--- src/rtl/dcache_pkg.sv ---
// Shared definitions for the n-way data cache controller: FSM states,
// width helpers and burst-channel constants.
package dcache_pkg;

  typedef enum logic [2:0] {
    IDLE    = 3'd0,
    WB_ADDR = 3'd1,
    WB_DATA = 3'd2,
    WB_RESP = 3'd3,
    RD_ADDR = 3'd4,
    RD_DATA = 3'd5,
    DONE    = 3'd6
  } state_t;

  // Refill beats always overwrite the whole word
  localparam logic [3:0] FULL_WSTRB = 4'hF;

  // Word-offset width for a line of line_words 32-bit words
  function automatic int offset_bits(input int line_words);
    return $clog2(line_words);
  endfunction

  // Round-robin pointer width; a direct-mapped cache still keeps one bit
  function automatic int way_bits(input int ways);
    return (ways > 1) ? $clog2(ways) : 1;
  endfunction

endpackage

--- src/rtl/dcache_victim_sel.sv ---
// Victim way selection: lowest invalid way wins, otherwise the per-set
// round-robin pointer picks the way to evict.
module dcache_victim_sel
  import dcache_pkg::*;
#(
  parameter int WAYS     = 2,
  parameter int SET_BITS = 7
) (
  input  logic                clk,
  input  logic                resetn,
  input  logic [SET_BITS-1:0] lookup_index,
  input  logic [WAYS-1:0]     line_valid,
  input  logic                advance,
  input  logic [SET_BITS-1:0] advance_index,
  output logic [WAYS-1:0]     victim,
  output logic                invalid_found
);

  localparam int PW   = way_bits(WAYS);
  localparam int SETS = 2 ** SET_BITS;

  logic [PW-1:0] rr_ptr [SETS];
  logic [PW-1:0] cur_ptr;

  // Pick the lowest invalid way, falling back to the set's round-robin pointer
  always_comb begin
    victim        = '0;
    invalid_found = 1'b0;
    cur_ptr       = rr_ptr[lookup_index];
    for (int w = WAYS - 1; w >= 0; w--) begin
      if (!line_valid[w]) begin
        victim        = '0;
        victim[w]     = 1'b1;
        invalid_found = 1'b1;
      end
    end
    if (!invalid_found) begin
      victim = WAYS'(1) << cur_ptr;
    end
  end

  // Advance the pointer of the refilled set modulo WAYS
  always_ff @(posedge clk or negedge resetn) begin
    if (!resetn) begin
      for (int s = 0; s < SETS; s++) begin
        rr_ptr[s] <= '0;
      end
    end else if (advance) begin
      if (rr_ptr[advance_index] == PW'(WAYS - 1)) begin
        rr_ptr[advance_index] <= '0;
      end else begin
        rr_ptr[advance_index] <= rr_ptr[advance_index] + PW'(1);
      end
    end
  end

endmodule

--- src/rtl/dcache_ctrl_nway.sv ---
// N-way data cache controller: same-cycle hits, dirty-victim write-back
// burst, line refill burst and metadata update.
module dcache_ctrl_nway
  import dcache_pkg::*;
#(
  parameter  int WAYS       = 2,
  parameter  int SET_BITS   = 7,
  parameter  int LINE_WORDS = 8,
  localparam int OW         = offset_bits(LINE_WORDS)
) (
  input  logic                clk,
  input  logic                resetn,
  input  logic                cpu_req,
  input  logic                cpu_wr,
  input  logic [SET_BITS-1:0] cpu_index,
  input  logic [OW-1:0]       cpu_offset,
  input  logic [3:0]          cpu_wstrb,
  input  logic [31:0]         cpu_wdata,
  output logic                cpu_ready,
  input  logic [WAYS-1:0]     hit_way,
  input  logic [WAYS-1:0]     line_valid,
  input  logic [WAYS-1:0]     line_dirty,
  output logic [WAYS-1:0]     arr_way,
  output logic [OW-1:0]       arr_offset,
  output logic                arr_we,
  output logic [3:0]          arr_wstrb,
  output logic [31:0]         arr_wdata,
  input  logic [31:0]         arr_rdata,
  output logic                meta_we,
  output logic                meta_valid,
  output logic                meta_dirty,
  output logic [WAYS-1:0]     victim_way,
  output logic                rd_req,
  input  logic                rd_addr_ok,
  input  logic                rd_data_ok,
  input  logic [31:0]         rd_rdata,
  output logic                wr_req,
  input  logic                wr_addr_ok,
  output logic                wr_valid,
  input  logic                wr_ready,
  output logic [31:0]         wr_wdata,
  output logic                wr_wlast,
  input  logic                wr_resp
);

  localparam logic [OW-1:0] LAST_BEAT = OW'(LINE_WORDS - 1);

  state_t              state;
  logic [OW-1:0]       beat;
  logic [SET_BITS-1:0] miss_index;
  logic                rr_used;
  logic [WAYS-1:0]     sel_victim;
  logic                sel_invalid;
  logic                miss;

  assign miss = cpu_req && (hit_way == '0);

  dcache_victim_sel #(
    .WAYS     (WAYS),
    .SET_BITS (SET_BITS)
  ) u_victim_sel (
    .clk           (clk),
    .resetn        (resetn),
    .lookup_index  (cpu_index),
    .line_valid    (line_valid),
    .advance       ((state == DONE) && rr_used),
    .advance_index (miss_index),
    .victim        (sel_victim),
    .invalid_found (sel_invalid)
  );

  // Miss sequencing: latch the victim, write back if dirty, refill, update metadata
  always_ff @(posedge clk or negedge resetn) begin
    if (!resetn) begin
      state      <= IDLE;
      beat       <= '0;
      victim_way <= '0;
      miss_index <= '0;
      rr_used    <= 1'b0;
    end else begin
      case (state)
        IDLE: begin
          if (miss) begin
            miss_index <= cpu_index;
            victim_way <= sel_victim;
            rr_used    <= !sel_invalid;
            beat       <= '0;
            state      <= (|(sel_victim & line_valid & line_dirty)) ? WB_ADDR : RD_ADDR;
          end
        end
        WB_ADDR: begin
          if (wr_addr_ok) begin
            beat  <= '0;
            state <= WB_DATA;
          end
        end
        WB_DATA: begin
          if (wr_ready) begin
            beat <= beat + OW'(1);
            if (beat == LAST_BEAT) state <= WB_RESP;
          end
        end
        WB_RESP: begin
          if (wr_resp) state <= RD_ADDR;
        end
        RD_ADDR: begin
          if (rd_addr_ok) begin
            beat  <= '0;
            state <= RD_DATA;
          end
        end
        RD_DATA: begin
          if (rd_data_ok) begin
            beat <= beat + OW'(1);
            if (beat == LAST_BEAT) state <= DONE;
          end
        end
        DONE:    state <= IDLE;
        default: state <= IDLE;
      endcase
    end
  end

  // Array, metadata and bus strobes decoded from state; all held at 0 in reset
  always_comb begin
    cpu_ready  = 1'b0;
    arr_way    = '0;
    arr_offset = '0;
    arr_we     = 1'b0;
    arr_wstrb  = '0;
    arr_wdata  = '0;
    meta_we    = 1'b0;
    meta_valid = 1'b0;
    meta_dirty = 1'b0;
    rd_req     = 1'b0;
    wr_req     = 1'b0;
    wr_valid   = 1'b0;
    wr_wdata   = '0;
    wr_wlast   = 1'b0;
    if (resetn) begin
      case (state)
        IDLE: begin
          if (cpu_req && (hit_way != '0)) begin
            cpu_ready  = 1'b1;
            arr_way    = hit_way;
            arr_offset = cpu_offset;
            if (cpu_wr) begin
              arr_we     = 1'b1;
              arr_wstrb  = cpu_wstrb;
              arr_wdata  = cpu_wdata;
              meta_we    = 1'b1;
              meta_valid = 1'b1;
              meta_dirty = 1'b1;
            end
          end
        end
        WB_ADDR: wr_req = 1'b1;
        WB_DATA: begin
          arr_way    = victim_way;
          arr_offset = beat;
          wr_valid   = 1'b1;
          wr_wdata   = arr_rdata;
          wr_wlast   = (beat == LAST_BEAT);
        end
        RD_ADDR: rd_req = 1'b1;
        RD_DATA: begin
          arr_way    = victim_way;
          arr_offset = beat;
          if (rd_data_ok) begin
            arr_we    = 1'b1;
            arr_wstrb = FULL_WSTRB;
            arr_wdata = rd_rdata;
          end
        end
        DONE: begin
          arr_way    = victim_way;
          meta_we    = 1'b1;
          meta_valid = 1'b1;
          meta_dirty = 1'b0;
        end
        default: ;
      endcase
    end
  end

endmodule

--- config.mk ---
export PLATFORM = sky130hd
export DESIGN_NAME = dcache_ctrl_nway
export DESIGN_NICKNAME = d
export VERILOG_FILES = /design/src/rtl/dcache_pkg.sv /design/src/rtl/dcache_victim_sel.sv /design/src/rtl/dcache_ctrl_nway.sv
export SDC_FILE = /design/constraint.sdc
export NUM_CORES = 1
export LEC_CHECK = 0
export BUFFER_PORTS_ARGS = -buffer_cell sky130_fd_sc_hd__buf_2
export CORE_MARGIN = 10
export CORE_UTILIZATION = 56
export DETAILED_ROUTE_END_ITERATION = 10
export PLACE_DENSITY_LB_ADDON = 0.15
export SLEW_MARGIN = 30
export SYNTH_ARGS = -nofsm -noshare
export SYNTH_HDL_FRONTEND = slang
export SYNTH_SLANG_ARGS = --single-unit
--- constraint.sdc ---
create_clock -name clk -period 2.6 [get_ports clk]
set_input_delay 0.52 -clock clk [delete_from_list [all_inputs] [get_ports clk]]
set_output_delay 0.52 -clock clk [all_outputs]
set_load 0.01 [all_outputs]
# ---- Word-level counts from Yosys, hierarchy flattened
# Cells that the tools add are included.
dict set report totals {
  output_inout_bits 84
  register_bits 144
  word_cells 244
  input_bits 125
}
dict set report op_classes {
  bitwise 6
  addsub 2
  reduce_logical 15
  mux 69
  n_eq_ne 15
  order_cmp 3
  n_shift 1
}
# op n
set ops {}
lappend ops {{$mux W32} 6}
lappend ops {{$and A128 B128 Y128} 1}
lappend ops {{$bwmux W128} 1}
lappend ops {{$mux W128} 1}
lappend ops {{$not A128 Y128} 1}
lappend ops {{$pmux W32 S2} 1}
lappend ops {{$mux W3} 16}
lappend ops {{$mux W1} 25}
lappend ops {{$pmux W3 S6} 1}
lappend ops {{$ge A8 B8 Y1 const B} 2}
lappend ops {{$mux W4} 4}
lappend ops {{$ne A2 B2 Y1 const B} 8}
lappend ops {{$not A7 Y8} 2}
lappend ops {{$pmux W3 S5} 1}
lappend ops {{$bmux W1 S7} 2}
lappend ops {{$eq A3 B3 Y1 const B} 4}
lappend ops {{$mux W2} 5}
lappend ops {{$lt A8 B1 Y1 const B} 1}
lappend ops {{$pmux W4 S2} 1}
lappend ops {{$reduce_and A8 Y1} 1}
lappend ops {{$demux W1 S7} 1}
lappend ops {{$eq A3 B2 Y1 const B} 2}
lappend ops {{$pmux W3 S2} 1}
lappend ops {{$reduce_and A6 Y1} 1}
lappend ops {{other kinds (16)} 22}

# ---- Longest topological paths before layout
dict set report logic_depth {
  depth_word 12
  depth_mapped 12
  depth_no_buf 8
}

# ---- Cells and area by module
# Synthesis repeated with hierarchy kept, for this count alone.
dict set report hier_totals {
  hier_cells 952
  area_unflattened_um2 9522.9
}
# module cells_each n_inst seq_area_each_um2 area_each_um2
set by_module_without_submodules {}
lappend by_module_without_submodules {dcache_victim_sel 709 1 3203.1 7558.5}
lappend by_module_without_submodules {dcache_ctrl_nway 243 1 400.4 1964.4}

# ---- Worst setup path before layout
# OpenSTA, ideal clock, no wires.
dict set report synth_path {
  path_kind {input -> register}
  startpoint {input cpu_index[0]}
  endpoint {register state[2]}
  setup_slack_ns -0.059
  t_arrival_ns 2.535
  n_path_buf 3
  stages 9
  required_time_ns 2.476
  setup_time_ns 0.124
  cell_sequence {buf_4 -> buf_2 -> buf_2 -> a211oi_1 -> o311a_1 -> o311a_1 -> nor3_1 -> mux2_4 -> a211o_1}
}
dict set report synth_via {
  elab_chain_cells 12
}
# item line
set synth_lines {}
lappend synth_lines {{start, declared} dcache_ctrl_nway.sv:15} ;# input logic [SET_BITS-1:0] cpu_index,
lappend synth_lines {{$not A7 Y8 (implied by the code)} dcache_victim_sel.sv:29} ;# cur_ptr = rr_ptr[lookup_index];
lappend synth_lines {{$bmux W1 S7} dcache_victim_sel.sv:29}
lappend synth_lines {{$mux W1 (implied by the code) (2 in a row)} dcache_victim_sel.sv:29}
lappend synth_lines {{$shl A1 B1 Y2} dcache_victim_sel.sv:38} ;# victim = WAYS'(1) << cur_ptr;
lappend synth_lines {{$mux W2} dcache_victim_sel.sv:37} ;# if (!invalid_found) begin
lappend synth_lines {{$and A2 B2 Y2 (2 in a row)} dcache_ctrl_nway.sv:88} ;# state <= (|(sel_victim & line_valid & line_dirty)) ? WB_ADDR : RD_ADDR;
lappend synth_lines {{$reduce_or A2 Y1} dcache_ctrl_nway.sv:88}
lappend synth_lines {{$mux W3} dcache_ctrl_nway.sv:88}
lappend synth_lines {{$mux W3} dcache_ctrl_nway.sv:83} ;# if (miss) begin
lappend synth_lines {{$pmux W3 S6} dcache_ctrl_nway.sv:81} ;# case (state)
lappend synth_lines {{end signal, assigned} dcache_ctrl_nway.sv:88}
lappend synth_lines {{end, declared} dcache_ctrl_nway.sv:48} ;# state_t state;
# Every way passes these cells. The select of a mux whose other input is x is not followed.
# A chain may end at the register's enable or synchronous reset.

# ---- Worst setup path after layout
dict set report layout_path {
  startpoint {register miss_index[1]}
  endpoint {register u_victim_sel.rr_ptr[46] (netlist bit)}
}
dict set report layout_via {
  elab_chain_cells 8
  word_cells_on_any_way 14
  classes_between {add/sub: 1; order compare: 2; mux: 7; bitwise: 3; reduce/logical: 1}
}
# item line
set layout_lines {}
lappend layout_lines {{start, declared} dcache_ctrl_nway.sv:50} ;# logic [SET_BITS-1:0] miss_index;
lappend layout_lines {{start signal, assigned} dcache_ctrl_nway.sv:84} ;# miss_index <= cpu_index;
lappend layout_lines {{$not A7 Y8 (implied by the code) *} {dcache_victim_sel.sv:49, dcache_victim_sel.sv:50, dcache_victim_sel.sv:52}}
lappend layout_lines {{parallel branches: the longest is 6 deep, another holds $add A1 B1 Y1} --}
lappend layout_lines {{$mux W128 *} dcache_victim_sel.sv:49} ;# if (rr_ptr[advance_index] == PW'(WAYS - 1)) begin
lappend layout_lines {{end signal, assigned by index} dcache_victim_sel.sv:52} ;# rr_ptr[advance_index] <= rr_ptr[advance_index] + PW'(1);
lappend layout_lines {{end, declared} dcache_victim_sel.sv:22} ;# logic [PW-1:0] rr_ptr [SETS];
# Every way passes the cells marked *. The select of a mux whose other input is x is not followed.

==> qor.txt <==
count of non-filler cells in the finished layout = 1508
post-route ant nets = 0
endpoint type of the worst setup path = flop
clock tree buffer depth = 2
RSZ-0062 raised after global routing = yes
Max IR drop VDD = 0.000730 V
WS Path Type = reg2reg
final setup vio count = 94
pre-CTS setup slack = -0.414 ns
crit-path cells = buf_6 > buf_2 > nor3b_1 > buf_4 > a222oi_1 > nand3_1 > a311oi_2 > a31oi_4 > buf_12 > o31ai_1
RD Place Congestion = 1.01
total gr overflow = 0
Chip Width = 151 um
clock root buffer = clkbuf_16
vias in the first global route = 9452
cells after synthesis = 1018
synthesis-to-finish area growth = 34.9%
post-synthesis sequential area ratio = 37.6%
CP required = 2.93 ns
clk_lat worst skew = 0.43 ns
synth warn = 0
Fillers = 1050
fin crit period = 2.71 ns
Syn Nets = 1145
Worst-path clk slew = 0.07 ns
EDFF count, synth = 0
ANT cells = 0
largest net degree at the start of global routing = 69
initial antenna violation count = 0
Lkg Pwr = 0.00578 uW
DIE AREA = 22800 um^2
residual DRC count = 0
GRT Total Usage = 29.6%
Post-Place Cells = 1457
DP HPWL = 24900 um
crit start category = flop
sum of negative setup slack = -3.65 ns
Async SR Flop Fraction = 100%
status = finished with violations
FF-to-FF Start = miss_index[1]
Initial Util = 57.4%
total wire length = 36200 um
Distinct cells, synth = 67
Seq cells post-synth = 144
fin area = 12900 um^2
Critical Path Fanout Max = 40
R2R depth = 10
WL per Instance = 24.0 um
PortBufs = 208
Register Area = 3610 um^2
max cap viols = 0
Final Hold Fails = 0
Placed Area = 11400 um^2
H-tree depth = 4
Num CTS Buffers = 17
failing checks = setup timing
via count = 10051
drt first-iter violations = 1053
Slowest cell on crit path = dfrtp_2
DR pass1 iterations = 6
first-pass GRT wire length = 53500 um
RR Endpoint = u_victim_sel.rr_ptr[46]
area of the multi-input gates = 5980 um^2
I/O Pins = 209
commonest register cell after synthesis = dfrtp_1
Die H = 151 um
fin worst setup slack = -0.109 ns
Critical Path AT = 3.03 ns
clock sinks = 144
row cnt = 47
final period utilization = 104%
Worst Max-Slew Pin Slew = 0.849 ns
slowest stage delay, CP = 0.44 ns
fmax = 369 MHz
r2r setup slk = -0.11 ns
NumNets Final = 1402
Power Density = 830 nW/um^2
Slew Viols, Final = 0
Core Region = 16700 um^2
layout cells sized above 1 = 41.8%
Syn Area/Cell = 9.42 um^2
hold slack final = 0.188 ns
max_slew headroom = 43.4%
type of the most critical hold path = in2async
vias per inst = 6.67
CTS tree = built
mapped cell area = 9590 um^2
worst setup skew after layout = 0.0102 ns
==> routing by layer <==
layer / track usage (%) / part of all wire [%] / routed length (um) / up-vias
li1: - / - / - / 4424
met1: 38.4 / 38 / 13700 / 4844
met2: 46.4 / 47 / 17000 / 638
met3: 7.94 / 11 / 3920 / 145
met4: 11.4 / 4.3 / 1560 / 0
met5: 0 / 0 / 0 / -
==> cells in the final DEF (no fill, tap or decap), types with 6 or more instances in the layout <==
master,n
and2_1,39
a221oi_1,7
buf_4,109
o41ai_2,17
o21a_1,6
inv_1,10
nor2_4,6
mux2_2,26
nand3_1,20
inv_6,6
o21ai_0,134
buf_2,207
mux4_2,24
o31ai_4,28
a21oi_1,14
buf_6,13
a211oi_1,6
nand2_1,80
nor3_1,12
o41ai_1,7
o31ai_1,58
o211ai_1,9
nor2_1,56
nand2b_1,8
dfrtp_1,139
clkbuf_16,23
nor2b_1,9
a22oi_1,43
o31ai_2,14
buf_12,11
mux2i_1,24
==> report_power, final <==
| part | switching [uW] | leakage, uW | internal [uW] | total [uW] |
|---|---|---|---|---|
| sequential | 200 | 0.00199 | 2380 | 2580 |
| clock | 1030 | 0.000299 | 1550 | 2580 |
| combinational | 3540 | 0.00350 | 2030 | 5570 |
==> flip-flops by register name (all words and copies together), names as in the netlist <==
register	count
state	3
u_victim_sel.rr_ptr	128
victim_way	2
rr_used	1
beat	3
miss_index	7
==> cells by family after synthesis <==
kind of cell             after synthesis  share of synthesized area [%]
AO/OA/AOI/OAI                        411                           31.7
adder cells (fa/ha/maj)                2                          0.261
buffers and inverters                122                           5.81
flip-flops                           144                           37.6
multiplexers                          77                           11.6
AND/OR/NAND/NOR                      262                           13.0
==> synthesized netlist by cell type, drive strengths merged (4+ instances only) <==
library cell | instances | area [um^2]
o221ai | 6 | 52.6
and3 | 4 | 25.0
o41ai | 24 | 255
a21oi | 14 | 70.1
a32o | 5 | 50.1
a221oi | 10 | 93.8
nand3 | 21 | 105
a22oi | 46 | 345
mux2i | 24 | 240
nor2 | 63 | 239
a22o | 5 | 43.8
nor3 | 15 | 75.1
mux4 | 24 | 541
o31ai | 100 | 901
a211oi | 7 | 52.6
and2 | 41 | 257
inv | 10 | 37.5
o211ai | 9 | 67.6
a222oi | 5 | 50.1
mux2 | 29 | 334
o21a | 6 | 45.0
nand2 | 81 | 304
buf | 38 | 241
a31oi | 6 | 52.6
o21ai | 137 | 689
nor2b | 15 | 93.8
clkbuf | 73 | 274
nand2b | 10 | 62.6
o22ai | 5 | 31.3
dfrtp | 144 | 3600
==> worst max-delay path: cells and delay by family (launching register included) <==
kind / cells / cell delay, ns
buffers and inverters: 4 / 0.68
AND/OR/NAND/NOR: 2 / 0.33
flip-flops: 1 / 0.44
AO/OA/AOI/OAI: 4 / 1.14
==> layout make-up <==
class                      count  share of cell area, %
clock buffer                  18                   3.40
clock inverter                14                   1.36
inverter                      11                  0.319
multi-input combinational    752                   46.3
sequential                   144                   27.9
tap                          220                   2.13
timing repair buffer         349                   18.6
==> metrics by stage <==
step | util, % | total power (uW)
5_1_grt | 77.4 | 11100
6_report | 77.4 | 10700
2_1_floorplan | - | 5240
3_5_place_dp | 68.3 | 7120
3_3_place_gp | 68.3 | 7080
4_1_cts | 73.1 | 9940
==> worst max-delay path by stage <==
stage / start / to / slack [ns] / cells past startpoint
final: miss_index[1] / u_victim_sel.rr_ptr[46] / -0.11 / 10
after global routing: miss_index[1] / u_victim_sel.rr_ptr[33] / -0.18 / 10
after CTS: miss_index[1] / u_victim_sel.rr_ptr[14] / -0.03 / 10
after detailed placement: cpu_index[2] / state[2] / -0.41 / 10
after global placement: cpu_index[2] / state[2] / -0.35 / 10
after floorplan: cpu_index[1] / state[2] / -0.007 / 9
==> timing repair <==
item                                    in CTS  in global routing
cloned                                       1                  8
endpoints found under the setup margin     193                199
gates resized for setup                     25                 94
hold buffers                                 1                  0
pin swaps                                    1                 36
setup buffers                                5                  4
hold endpoints to repair                    19                  0
(Power assumes the default switching activity.)
